$ cat config.mk
export PLATFORM = sky130hd
export DESIGN_NAME = sdram_port_arbiter
export DESIGN_NICKNAME = d
export VERILOG_FILES = /design/src/rtl/sdram_port_arbiter.sv
export SDC_FILE = /design/constraint.sdc
export NUM_CORES = 1
export LEC_CHECK = 0
export ABC_AREA = 1
export CAP_MARGIN = 5
export CORE_UTILIZATION = 25
export DETAILED_ROUTE_END_ITERATION = 8
export GPL_TIMING_DRIVEN = 0
export SLEW_MARGIN = 15
export SYNTH_ARGS = -nofsm -noshare
export SYNTH_HDL_FRONTEND = slang
export SYNTH_SLANG_ARGS = --single-unit
$ cat constraint.sdc
create_clock -name clk -period 1.9 [get_ports clk]
set_clock_uncertainty 0.2 [all_clocks]
set_input_delay 0.38 -clock clk [delete_from_list [all_inputs] [get_ports clk]]
set_output_delay 0.38 -clock clk [all_outputs]
set_load 0.01 [all_outputs]
$ cat src/rtl/sdram_port_arbiter.sv
// Round-robin arbiter sharing one SDRAM controller port between two cache-style
// requesters; the grant is held until the read burst or the write ack completes.
module sdram_port_arbiter #(
  parameter int BURST = 8
) (
  input  logic        clk,
  input  logic        reset,
  input  logic        p0_req,
  input  logic        p0_rw,
  input  logic [31:0] p0_addr,
  input  logic [15:0] p0_wdata,
  input  logic [1:0]  p0_bytesel,
  output logic        p0_fill,
  output logic        p0_ack,
  input  logic        p1_req,
  input  logic        p1_rw,
  input  logic [31:0] p1_addr,
  input  logic [15:0] p1_wdata,
  input  logic [1:0]  p1_bytesel,
  output logic        p1_fill,
  output logic        p1_ack,
  output logic [15:0] rdata,
  output logic [1:0]  grant,
  output logic        sdram_req,
  output logic        sdram_rw,
  output logic [31:0] sdram_addr,
  output logic [15:0] sdram_wdata,
  output logic [1:0]  sdram_bytesel,
  input  logic        sdram_fill,
  input  logic        sdram_ack,
  input  logic [15:0] sdram_rdata
);

  typedef enum logic [2:0] {IDLE, RD_WAIT, RD_BURST, WR_WAIT, GAP} state_t;

  state_t      state;
  logic        last;
  logic [3:0]  word_cnt;
  logic        any_req;
  logic        pick;
  logic        sel_rw;
  logic [31:0] sel_addr;
  logic [15:0] sel_wdata;
  logic [1:0]  sel_bytesel;

  // On a tie the port that did not win last time gets the grant.
  always_comb begin
    any_req = p0_req | p1_req;
    if (p0_req && p1_req) pick = ~last;
    else                  pick = p1_req & ~p0_req;
    sel_rw      = pick ? p1_rw      : p0_rw;
    sel_addr    = pick ? p1_addr    : p0_addr;
    sel_wdata   = pick ? p1_wdata   : p0_wdata;
    sel_bytesel = pick ? p1_bytesel : p0_bytesel;
  end

  always_ff @(posedge clk or negedge reset) begin
    if (!reset) begin
      state         <= IDLE;
      last          <= 1'b1;
      grant         <= 2'b00;
      sdram_req     <= 1'b0;
      sdram_rw      <= 1'b0;
      sdram_addr    <= '0;
      sdram_wdata   <= '0;
      sdram_bytesel <= '0;
      word_cnt      <= '0;
    end else begin
      case (state)
        IDLE: begin
          if (any_req) begin
            grant         <= pick ? 2'b10 : 2'b01;
            sdram_req     <= 1'b1;
            last          <= pick;
            sdram_rw      <= sel_rw;
            sdram_addr    <= sel_addr;
            sdram_wdata   <= sel_wdata;
            sdram_bytesel <= sel_bytesel;
            state         <= sel_rw ? RD_WAIT : WR_WAIT;
          end
        end
        RD_WAIT: begin
          if (sdram_fill) begin
            sdram_req <= 1'b0;
            word_cnt  <= 4'(BURST - 1);
            state     <= RD_BURST;
          end
        end
        RD_BURST: begin
          word_cnt <= word_cnt - 4'd1;
          if (word_cnt == 4'd1) begin
            grant <= 2'b00;
            state <= GAP;
          end
        end
        WR_WAIT: begin
          if (sdram_ack) begin
            sdram_req <= 1'b0;
            grant     <= 2'b00;
            state     <= GAP;
          end
        end
        GAP:     state <= IDLE;
        default: state <= IDLE;
      endcase
    end
  end

  // Strobes reach only the owner, and only in the state that expects them.
  always_comb begin
    rdata   = sdram_rdata;
    p0_fill = sdram_fill & grant[0] & (state == RD_WAIT);
    p1_fill = sdram_fill & grant[1] & (state == RD_WAIT);
    p0_ack  = sdram_ack  & grant[0] & (state == WR_WAIT);
    p1_ack  = sdram_ack  & grant[1] & (state == WR_WAIT);
  end

endmodule
==> results.yml <==
routing:
  wirelength_met1_um: 4290
  routed.top_layer: "met4"
  drt-total-wl_um: 10500
  vias: 3382
  wl_per_cell_um: 13.4
  route.met3.wl_um: 935
  first_iter_violations: 116
  route.met2.wl_um: 5110
  drcViolationCount: 0
  drtAntennaViolNets: 0
  via_per_inst: 4.32
  dr.pass1.iters: 4
outcome:
  outcome: "finished, final reports clean"
clock_tree:
  clock-sinks: 62
  root_buffer: "clkbuf_16"
  cts_max_level: 3
  cts_buffers: 9
  cts.path.max_buffers: 2
  insertion_delay_ns: 0.32
  cts_tree: "yes"
  path_clk_slew_ns: 0.05
timing:
  period_share_pct: 98.6
  layout_setup_ws_ns: 0.0261
  finalSetupViolations: 0
  holdWs_ns: 0.237
  slew_headroom_pct: 72.5
  rsz0062_at_grt: "yes"
  max_freq_mhz: 534
  hold_viol: 0
  drv_slew: 0
  worstMarginPinSlew_ns: 0.412
  period_needed_ns: 1.87
global_routing:
  antenna_found_initial: 0
  grt_overflow: 0
  grt_max_degree: 56
  track_usage_pct: 15.8
  grt_pass1_vias: 3457
  grt_pass1_wl_um: 16400
finish:
  finish.utilization_pct: 45.6
  drive_gt1_share_pct: 20.9
  syn_to_final_growth_pct: 75.5
  layout_commonest_cell: "clkdlybuf4s50_1"
  antenna_cells: 0
  final_cell_mix: "clkdlybuf4s50_1, nand2_1, dfrtp_1"
  layout.nets: 732
  instances_no_fill: 783
  nFillCells: 1250
synth:
  yosys_warnings: 0
  synth-seq-cells: 62
  synth_fp_nets: 529
  syn_area_um2: 3320
  synth-seq-area-share_pct: 46.8
  synthDistinctLibCells: 25
  syn_inst: 403
  synth_area_per_cell_um2: 8.23
min_path:
  hold_path.class: "input port to async pin"
placed_design:
  dp.cells: 757
  hpwl_um: 7830
  place_ws_ns: -0.623
  io_buffers: 181
  place_congestion: 0.737
worst_setup_path:
  worstSetupEndpointType: "output port"
  start_kind: "register"
  worst_ep_required_time_ns: 1.32
  crit_fanout: 4
  crit_type: "register to output port"
  worst_ep_arrival_time_ns: 1.29
power_and_ir_drop:
  swShare_pct: 35.9
  combPwrFrac_pct: 51.5
  p_leak_nw: 2.61
  power.total_w: 0.00851
  p_int_w: 0.00546
  power_frac_seq_pct: 27.8
  power_frac_clock_pct: 20.7
  peakVddDrop_uv: 502
  p_switching_w: 0.00305
  p_per_area_nw_per_um2: 1460
run:
  cap_violations: 0
die:
  die_y_um: 117
  die-area_um2: 13700
  ios: 198
  start_util_pct: 26.0
  die_x_um: 117
  coreArea_um2: 12800
  row_count: 41
state kept, by name (all words and copies together) (netlist names):
signal / count
grant: 2
last: 1
sdram_addr: 32
sdram_bytesel: 2
sdram_req: 1
sdram_rw: 1
sdram_wdata: 16
state: 3
word_cnt: 4
cell type report:
cell class / count / area, µm² / area share (%)
repair buffers: 192 / 1900 / 32.7
flip-flops and latches: 62 / 1550 / 26.7
multi-input cells: 291 / 1470 / 25.3
plain buffers: 37 / 295 / 5.07
clock buffers: 10 / 239 / 4.11
well taps: 172 / 215 / 3.70
clock inverters: 6 / 85.1 / 1.46
inverters: 13 / 52.6 / 0.903
synthesized netlist by cell type, drive strengths merged:
master,count,area [µm²]
dfrtp,61,1530
nand2,131,494
nand3b,1,7.51
a21boi,1,7.51
nand3,7,35.0
or2,50,313
nor3,4,31.3
a21oi,4,20.0
buf,24,206
inv,12,47.6
clkinv,1,3.75
o21ai,28,140
o21bai,4,30.0
nor2,32,120
dfstp,1,26.3
clkbuf,13,78.8
ha,2,25.0
o211ai,27,203
power groups by stage:
stage | clock (W) | sequential (W) | combinational, W
6_report | 0.00176 | 0.00237 | 0.00438
3_5_place_dp | 0 | 0.00237 | 0.00421
2_1_floorplan | 0 | 0.00261 | 0.00193
5_1_grt | 0.00189 | 0.00245 | 0.00486
4_1_cts | 0.00181 | 0.00237 | 0.00443
3_3_place_gp | 0 | 0.00235 | 0.00415
cells by family (layout without fill, tap and decap cells):
group	count (synthesis)	count (layout)	share of synthesized area, %
buf+inv	50	258	10.2
fa+ha+maj	2	2	0.755
compound gates	64	64	12.1
flops	62	62	46.8
simple gates	225	225	30.2
path summary, 6_finish.rpt:
| kind | slack [ns] | cells past startpoint | startpoint | endpoint |
|---|---|---|---|---|
| max in group asynchronous | 0.73 | 3 | reset | last |
| worst min register to register | 0.27 | 2 | last | last |
| worst min-delay path | 0.24 | 2 | reset | sdram_req |
| worst max-delay path | 0.03 | 5 | state[2] | p0_ack |
| worst max register to register | 0.16 | 6 | last | sdram_addr[0] |
| min in group clk | 0.27 | 2 | last | last |
worst max-delay path: stages, from the launching register on:
cell and delay, ns:
dfrtp_1 0.42, buf_6 0.15, nor2_4 0.10, inv_2 0.05, nor3_2 0.10, buf_2 0.15
metal layers:
metal	GRT usage (%)	up-vias
li1	-	1689
met1	17.4	1559
met2	28.2	123
met3	5.05	11
met4	5.91	0
met5	0	-
metrics by stage:
stage          setup TNS (ns)  instance area (µm²)
2_1_floorplan               0                 3320
3_3_place_gp          -154.25                 5340
3_5_place_dp           -31.49                 5370
4_1_cts                     0                 5800
5_1_grt               -0.0852                 5820
6_report                    0                 5820
what timing repair did:
| item | in CTS | in global routing |
|---|---|---|
| endpoints found under the setup margin | 60 | 53 |
| hold buffers | 1 | 0 |
| pin swaps | 5 | 3 |
| hold endpoints to repair | 61 | 0 |
| setup buffers | 9 | 0 |
| resized for setup | 29 | 13 |
Note: power is estimated with default switching activity, not from simulation.
